**src/rtl/decode_align_queue_pkg.sv**
```systemverilog
// decode_align_queue_pkg: shared entry/output types for the decode align queue
package decode_align_queue_pkg;
  localparam int ECAUSE_MAX_W = 16;
  typedef struct packed {
    logic [15:0]             half;
    logic [31:0]             pc;
    logic                    exc;
    logic [ECAUSE_MAX_W-1:0] ecause;
  } align_entry_type;
  typedef struct packed {
    logic                    valid;
    logic [31:0]             pc;
    logic [31:0]             npc;
    logic [31:0]             instr;
    logic                    exception;
    logic [ECAUSE_MAX_W-1:0] ecause;
    logic [31:0]             etval;
  } align_out_type;
  localparam align_entry_type init_align_entry = '0;
  localparam align_out_type init_align_out = '0;
endpackage

```
**src/rtl/align_head_decode.sv**
```systemverilog
// align_head_decode: combinational inspection of the queue head into a decode slot
module align_head_decode
  import decode_align_queue_pkg::*;
#(
  parameter int CW = 4
) (
  input  align_entry_type h0,
  input  align_entry_type h1,
  input  logic [CW-1:0]   count,
  output align_out_type   out,
  output logic            two
);
  logic need2, has2, ok, exc;
  always_comb begin
    need2 = h0.half[1:0] == 2'b11;
    has2 = count >= CW'(2);
    two = need2 && has2;
    ok = (count != '0) && (!need2 || has2 || h0.exc);
    exc = ok && (h0.exc || (two && h1.exc));
    out = init_align_out;
    out.valid = ok;
    out.pc = ok ? h0.pc : '0;
    out.npc = ok ? h0.pc + (need2 ? 32'd4 : 32'd2) : '0;
    out.instr = ok ? {two ? h1.half : 16'h0, h0.half} : '0;
    out.exception = exc;
    out.ecause = exc ? (h0.exc ? h0.ecause : h1.ecause) : '0;
    out.etval = exc ? (h0.exc ? h0.pc : h1.pc) : '0;
  end
endmodule

```
**src/rtl/decode_align_queue.sv**
```systemverilog
// decode_align_queue: halfword queue realigning fetch words into RV32C/RV32 instructions for decode
module decode_align_queue
  import decode_align_queue_pkg::*;
#(
  parameter int DEPTH    = 8,
  parameter int ECAUSE_W = 4
) (
  input  logic                       clock,
  input  logic                       reset,
  input  logic                       flush,
  input  logic                       fetch_valid,
  output logic                       fetch_ready,
  input  logic [31:0]                fetch_pc,
  input  logic [31:0]                fetch_rdata,
  input  logic                       fetch_exception,
  input  logic [ECAUSE_W-1:0]        fetch_ecause,
  output logic                       dec_valid,
  input  logic                       dec_ready,
  output logic [31:0]                dec_pc,
  output logic [31:0]                dec_npc,
  output logic [31:0]                dec_instr,
  output logic                       dec_exception,
  output logic [ECAUSE_W-1:0]        dec_ecause,
  output logic [31:0]                dec_etval,
  output logic [$clog2(DEPTH+1)-1:0] count
);
  localparam int AW = $clog2(DEPTH);
  localparam int CW = $clog2(DEPTH+1);
  align_entry_type mem [DEPTH];
  logic [AW-1:0] rptr, wptr;
  align_out_type head;
  logic two, push, pop, unused_ecause;
  logic [CW-1:0] pushed, popped;
  assign fetch_ready = count <= CW'(DEPTH - 2);
  assign push = fetch_valid && fetch_ready && !flush;
  assign pop = head.valid && dec_ready && !flush;
  assign pushed = push ? (fetch_pc[1] ? CW'(1) : CW'(2)) : '0;
  assign popped = pop ? (two ? CW'(2) : CW'(1)) : '0;
  align_head_decode #(.CW(CW)) u_head (
    .h0(mem[rptr]),
    .h1(mem[rptr + AW'(1)]),
    .count(count),
    .out(head),
    .two(two)
  );
  assign dec_valid = head.valid;
  assign dec_pc = head.pc;
  assign dec_npc = head.npc;
  assign dec_instr = head.instr;
  assign dec_exception = head.exception;
  assign dec_ecause = head.ecause[ECAUSE_W-1:0];
  assign dec_etval = head.etval;
  assign unused_ecause = ^head.ecause;
  always_ff @(posedge clock or posedge reset) begin
    if (reset) begin
      rptr <= '0;
      wptr <= '0;
      count <= '0;
      for (int i = 0; i < DEPTH; i++) mem[i] <= init_align_entry;
    end else if (flush) begin
      rptr <= '0;
      wptr <= '0;
      count <= '0;
    end else begin
      if (push) begin
        mem[wptr] <= '{half: fetch_pc[1] ? fetch_rdata[31:16] : fetch_rdata[15:0], pc: fetch_pc,
                       exc: fetch_exception, ecause: ECAUSE_MAX_W'(fetch_ecause)};
        if (!fetch_pc[1])
          mem[wptr + AW'(1)] <= '{half: fetch_rdata[31:16], pc: fetch_pc + 32'd2,
                                  exc: fetch_exception, ecause: ECAUSE_MAX_W'(fetch_ecause)};
      end
      wptr <= wptr + AW'(pushed);
      rptr <= rptr + AW'(popped);
      count <= count + pushed - popped;
    end
  end
  assert property (@(posedge clock) disable iff (reset) !(fetch_valid && !fetch_ready && !flush));
endmodule

```
**config.mk**
```make
export PLATFORM = sky130hd
export DESIGN_NAME = decode_align_queue
export DESIGN_NICKNAME = d
export VERILOG_FILES = /design/src/rtl/decode_align_queue_pkg.sv /design/src/rtl/align_head_decode.sv /design/src/rtl/decode_align_queue.sv
export SDC_FILE = /design/constraint.sdc
export NUM_CORES = 2
export LEC_CHECK = 0
export ABC_AREA = 0
export CORE_MARGIN = 8
export CORE_UTILIZATION = 45
export CTS_BUF_LIST = sky130_fd_sc_hd__clkbuf_8
export CTS_CLUSTER_SIZE = 25
export DETAILED_ROUTE_END_ITERATION = 8
export PLACE_DENSITY = 0.65
export SYNTH_ARGS = -nofsm -noshare
export SYNTH_HDL_FRONTEND = slang
export SYNTH_HIERARCHICAL = 1
export SYNTH_SLANG_ARGS = --single-unit
```
**constraint.sdc**
```tcl
create_clock -name clock -period 22.4 [get_ports clock]
set_clock_uncertainty 0.05 [all_clocks]
set_input_delay 2.24 -clock clock [delete_from_list [all_inputs] [get_ports clock]]
set_output_delay 2.24 -clock clock [all_outputs]
set_load 0.05 [all_outputs]
```
Word level (Yosys, flattened, before mapping). Index checks and enable logic that the tools add are counted.

ROM bits: 0. Logic and storage cells: 104. Memory bits (writable): 0. Flip-flop bits (word level): 530. Bits in latches: 0. Memories: 0.

Eq/ne operators: 1. Add/sub/neg operators: 8. Multipliers: 0. $lt $le $gt $ge: 8. Div/mod/pow operators: 0. Reductions and logical operators: 17. Shift-type cells: 0. Bitwise logic cells: 5. Muxes and demuxes: 30.

Operators with widths (number): bitwise mux 520 bit (2); two-way mux 520 bit (1); binary-select mux 65 bit (select 3 bit) (2); demux 65 bit (select 3 bit) (2); two-way mux 65 bit (6); two-way mux 32 bit (5); adder 32 x 2 -> 32 bit (second input constant) (1); adder 32 bit (1); two-way mux 16 bit (2); >= comparator 4 bit (second input constant) (4); NOT 3 -> 4 bit (4); two-way mux 4 bit (3); logical AND 1 bit (10); two-way mux 3 bit (3); < comparator 4 x 1 -> 1 bit (second input constant) (2); two-way mux 2 bit (4); adder 3 x 1 -> 3 bit (second input constant) (2); adder 3 x 2 -> 3 bit (2); adder 4 x 2 -> 4 bit (1); >= comparator 4 x 2 -> 1 bit (second input constant) (1); less-or-equal comparator 4 x 3 -> 1 bit (second input constant) (1); nonzero test 4 bit (1); subtractor 4 x 2 -> 4 bit (1); logical OR 1 bit (3); 4 further kinds (5).

Logic depth before layout (Yosys ltp).
Depth in word-level cells: 14. Depth in mapped cells: 21. Mapped depth without buffers: 14.

By module. Netlist, hierarchy kept.

Modules (own cells, without submodules): decode_align_queue (cells an instance 3047, area each 30812.1 um^2, seq. area each 13262.7 um^2, times used 1); align_head_decode (cells an instance 321, area each 2020.7 um^2, seq. area each 0.0 um^2, times used 1).

Worst setup path after synthesis. OpenSTA, ideal clock, no wires.

Path kind: register to output. From: reg rptr[1]. To: out dec_npc[17]. Stages on the path, launching flop included: 15. Data required time: 20.110 ns. Buffers on the path: 5. Path slack: 15.770 ns. Arrival: 4.340 ns. Cell sequence: dfrtp_1 clkbuf_1 buf_2 clkbuf_1 buf_2 mux4_2 mux2_2 nand2_1 ha_1 fa_1 nand4_1 or3_2 buf_2 or3_1 a21oi_1.

Word-level cells in the longest chain between the ends: 10. Elaborated cells on any way between the ends: 12. Classes of those cells: add/sub (1); eq/ne (1); mux (5); bitwise (1); reduce/logical (4).

Ends and longest elaborated chain: start: declaration (RTL line decode_align_queue.sv:30) `logic [AW-1:0] rptr, wptr;`; start signal: assignment (RTL line decode_align_queue.sv:73) `rptr <= rptr + AW'(popped);`; NOT 3 -> 4 bit (implied by the code) (*) (RTL line decode_align_queue.sv:40) `.h0(mem[rptr]),`; binary-select mux 65 bit (select 3 bit) (*) (RTL line decode_align_queue.sv:40); two-way mux 65 bit (implied by the code) (*) (2 in a row) (RTL line decode_align_queue.sv:40); branches (longest 5 deep; another with adder 32 bit); two-way mux 32 bit (*) (RTL line align_head_decode.sv:23) `out.npc = ok ? h0.pc + (need2 ? 32'd4 : 32'd2) : '0;`; end: declaration (RTL line decode_align_queue.sv:20) `output logic [31:0] dec_npc,`.

Every way passes the cells marked *. The select of a mux whose other input is x is not followed.

Final worst setup path.
From: reg rptr[0]. To: out dec_npc[31].

Same word-level chain as after synthesis.

==> out/summary.json <==
{
  "crit_required_ns": 20.11,
  "clk_latency_ns": 0.66,
  "floorplan.initialDensity": 0.452,
  "max_cap_violations": 0,
  "ios": 213,
  "regToRegStartpoint": "rptr[0]",
  "core_area_um2": 62600,
  "post_cts_resized": 0,
  "slew_violations": 0,
  "hold_path_sink": "mem[354]",
  "post-cts-setup-buffer-count": 0,
  "fillCellCount": 5644,
  "gr-usage-all-layers": 0.279,
  "layout-drive-gt1-share": 0.178,
  "grt_first_pass_wirelength_um": 152000,
  "design.die.area_um2": 71100,
  "ys.warnings.count": 6,
  "clock_sink_count": 434,
  "path_cells": "buf_4 > mux4_2 > mux2_2 > nand2_1 > ha_1 > fa_1 > nand4_1 > or3_2 > nor4_1 > mux2_2 > clkdlybuf4s50_1",
  "fmaxAchievable_mhz": 111,
  "syn_nets": 3164,
  "final_period_minus_worst_setup_slack_ns": 8.98,
  "report.final.setup_viol": 0,
  "rsz0062_at_grt": "no",
  "worstHoldStart": "mem[354]",
  "final_nets": 3186,
  "cts_hold_buf": 0,
  "drt_drc_violations_left": 0,
  "setup.worst_path.start": "rptr[0]",
  "synth_cells": 3073,
  "detailed_place_hpwl_um": 61800,
  "grt-ovfl-total": 0,
  "rr_worst_depth": 15,
  "gpl.final_weighted_congestion": 0.923,
  "cts-root-buf": "sky130_fd_sc_hd__clkbuf_8",
  "leakage_nw": 13.3,
  "min-delay-path-class": "register to register",
  "chipHeight_um": 267,
  "critical_path_end_type": "output pin",
  "post_drt_via_cell_ratio": 6.23,
  "synth_area_um2": 28300,
  "relSlewSlack": 0.167,
  "start_kind": "register",
  "std_cell_rows": 92,
  "tritoncts": "yes",
  "timing.hold.worst_path_depth": 2,
  "cpPeakStageDelay_ns": 0.97,
  "grt_max_degree": 144,
  "worst-endpoint-arrival_ns": 6.69,
  "dr.pass1.iters": 6,
  "post-route-period-util": 0.401,
  "cts_made_buffers": 79,
  "cp_max_fo": 60,
  "syn_to_final_growth_pct": 14.7,
  "clockBufferDepth": 3,
  "dr_total_vias": 24900,
  "antenna_violating_nets_post_route": 0,
  "final_core_utilization": 0.518,
  "worstReg2RegEnd": "count[3]",
  "max-vdd-ir-drop_mv": 0.0797,
  "wirelength_um": 101000,
  "number_of_global_route_vias_before_repair": 25000,
  "antenna_violations_before_repair": 8,
  "tightest_slew_ns": 1.24,
  "regToRegSetupSlack_ns": 16.06,
  "hold_ws_ns": 0.443,
  "critical_path.most_common_cell": "sky130_fd_sc_hd__mux2_2",
  "wl_per_cell_um": 25.4,
  "cts-htree-levels": 3,
  "tns_ns": 0,
  "avgSynthCellArea_um2": 9.21,
  "hold_violations": 0,
  "cts.clk_slew.worst_paths_ns": 0.07,
  "status": "completed",
  "fp.dieW_um": 267,
  "port_buffers": 212,
  "drt_first_iter_violations": 3153,
  "worst_setup_path_class": "register to output pin",
  "timing.critical_path.slowest_stage_cell": "sky130_fd_sc_hd__dfrtp_4",
  "power-per-cell-area_nw_per_um2": 134
}
[state kept, by name (all words and copies together) (netlist names)]
| signal | count |
|---|---|
| count | 4 |
| mem | 424 |
| rptr | 3 |
| wptr | 3 |
[worst max path at each step]
stage          slack [ns]     endpoint  cells after the start
2_1_floorplan        8.02     count[0]                      1
3_3_place_gp        14.23  dec_npc[31]                     11
3_5_place_dp        14.10  dec_npc[31]                     11
4_1_cts             13.36  dec_npc[31]                     11
5_1_grt             13.00  dec_npc[31]                     11
6_report            13.42  dec_npc[31]                     11
[critical path: cells and delay by family, from the launching register on]
kind | cells | cell delay (ns)
mux | 3 | 1.29
flops | 1 | 0.97
simple gates | 4 | 1.55
fa+ha+maj | 2 | 0.50
buf+inv | 2 | 1.63
[per-layer routing]
metal / GRT usage / up-vias / wire (um)
met3: 0.0678 / 336 / 11900
met5: 0 / - / 57
met1: 0.362 / 12100 / 38500
met2: 0.440 / 1593 / 46400
met4: 0.130 / 10 / 4590
li1: - / 10900 / -
[through the flow]
step	worst slack [ns]	cells	total power, W	cell area [um^2]
floorplan	8.02	3073	0.00284	28300
global placement	14.23	3860	0.00351	30800
detailed placement	14.10	3860	0.00357	30800
CTS	13.36	3995	0.00437	32400
global route	13.00	3996	0.00458	32400
finish	13.42	3999	0.00436	32400
[cell usage in the layout (no fill, tap or decap), types with 6 or more instances in the layout]
master                            instances
sky130_fd_sc_hd__nand2_1                652
sky130_fd_sc_hd__mux4_2                 212
sky130_fd_sc_hd__inv_1                   37
sky130_fd_sc_hd__clkinv_2                12
sky130_fd_sc_hd__or3_1                    7
sky130_fd_sc_hd__dfrtp_1                431
sky130_fd_sc_hd__o22ai_1                 34
sky130_fd_sc_hd__nor3_1                  57
sky130_fd_sc_hd__o21ai_4                  8
sky130_fd_sc_hd__ha_1                    11
sky130_fd_sc_hd__nor2_1                 330
sky130_fd_sc_hd__a21oi_4                  6
sky130_fd_sc_hd__xor2_1                  13
sky130_fd_sc_hd__a31oi_1                 11
sky130_fd_sc_hd__a221oi_1                 8
sky130_fd_sc_hd__nor4_1                  25
sky130_fd_sc_hd__a21oi_1                201
sky130_fd_sc_hd__o32ai_1                 20
sky130_fd_sc_hd__buf_4                   47
sky130_fd_sc_hd__a211oi_1                15
sky130_fd_sc_hd__a311oi_1                 9
sky130_fd_sc_hd__and2_1                  66
sky130_fd_sc_hd__xnor2_1                 48
sky130_fd_sc_hd__o21ai_0                220
sky130_fd_sc_hd__clkdlybuf4s50_1        211
sky130_fd_sc_hd__mux2i_1                 52
sky130_fd_sc_hd__nor2b_1                  8
sky130_fd_sc_hd__nand3_1                 57
sky130_fd_sc_hd__mux2_2                 119
sky130_fd_sc_hd__clkbuf_8               104
sky130_fd_sc_hd__nand4_1                 21
[area by class of cell]
class	count	area, um^2	area share
diodes	4	10.0	0.000308
clock buffers	104	1430	0.0441
clock inverters	31	214	0.00659
inverters	25	101	0.00312
multi-input cells	2295	16300	0.501
flip-flops and latches	434	10900	0.335
well taps	846	1060	0.0326
repair buffers	260	2490	0.0767
[power by group]
group	switching, W	internal (W)	total, W
registers	0.000193	0.00101	0.00120
logic	0.00143	0.000935	0.00236
clock network	0.000350	0.000447	0.000798
total	0.00197	0.00239	0.00436
Power figures use the tool's default switching activity.
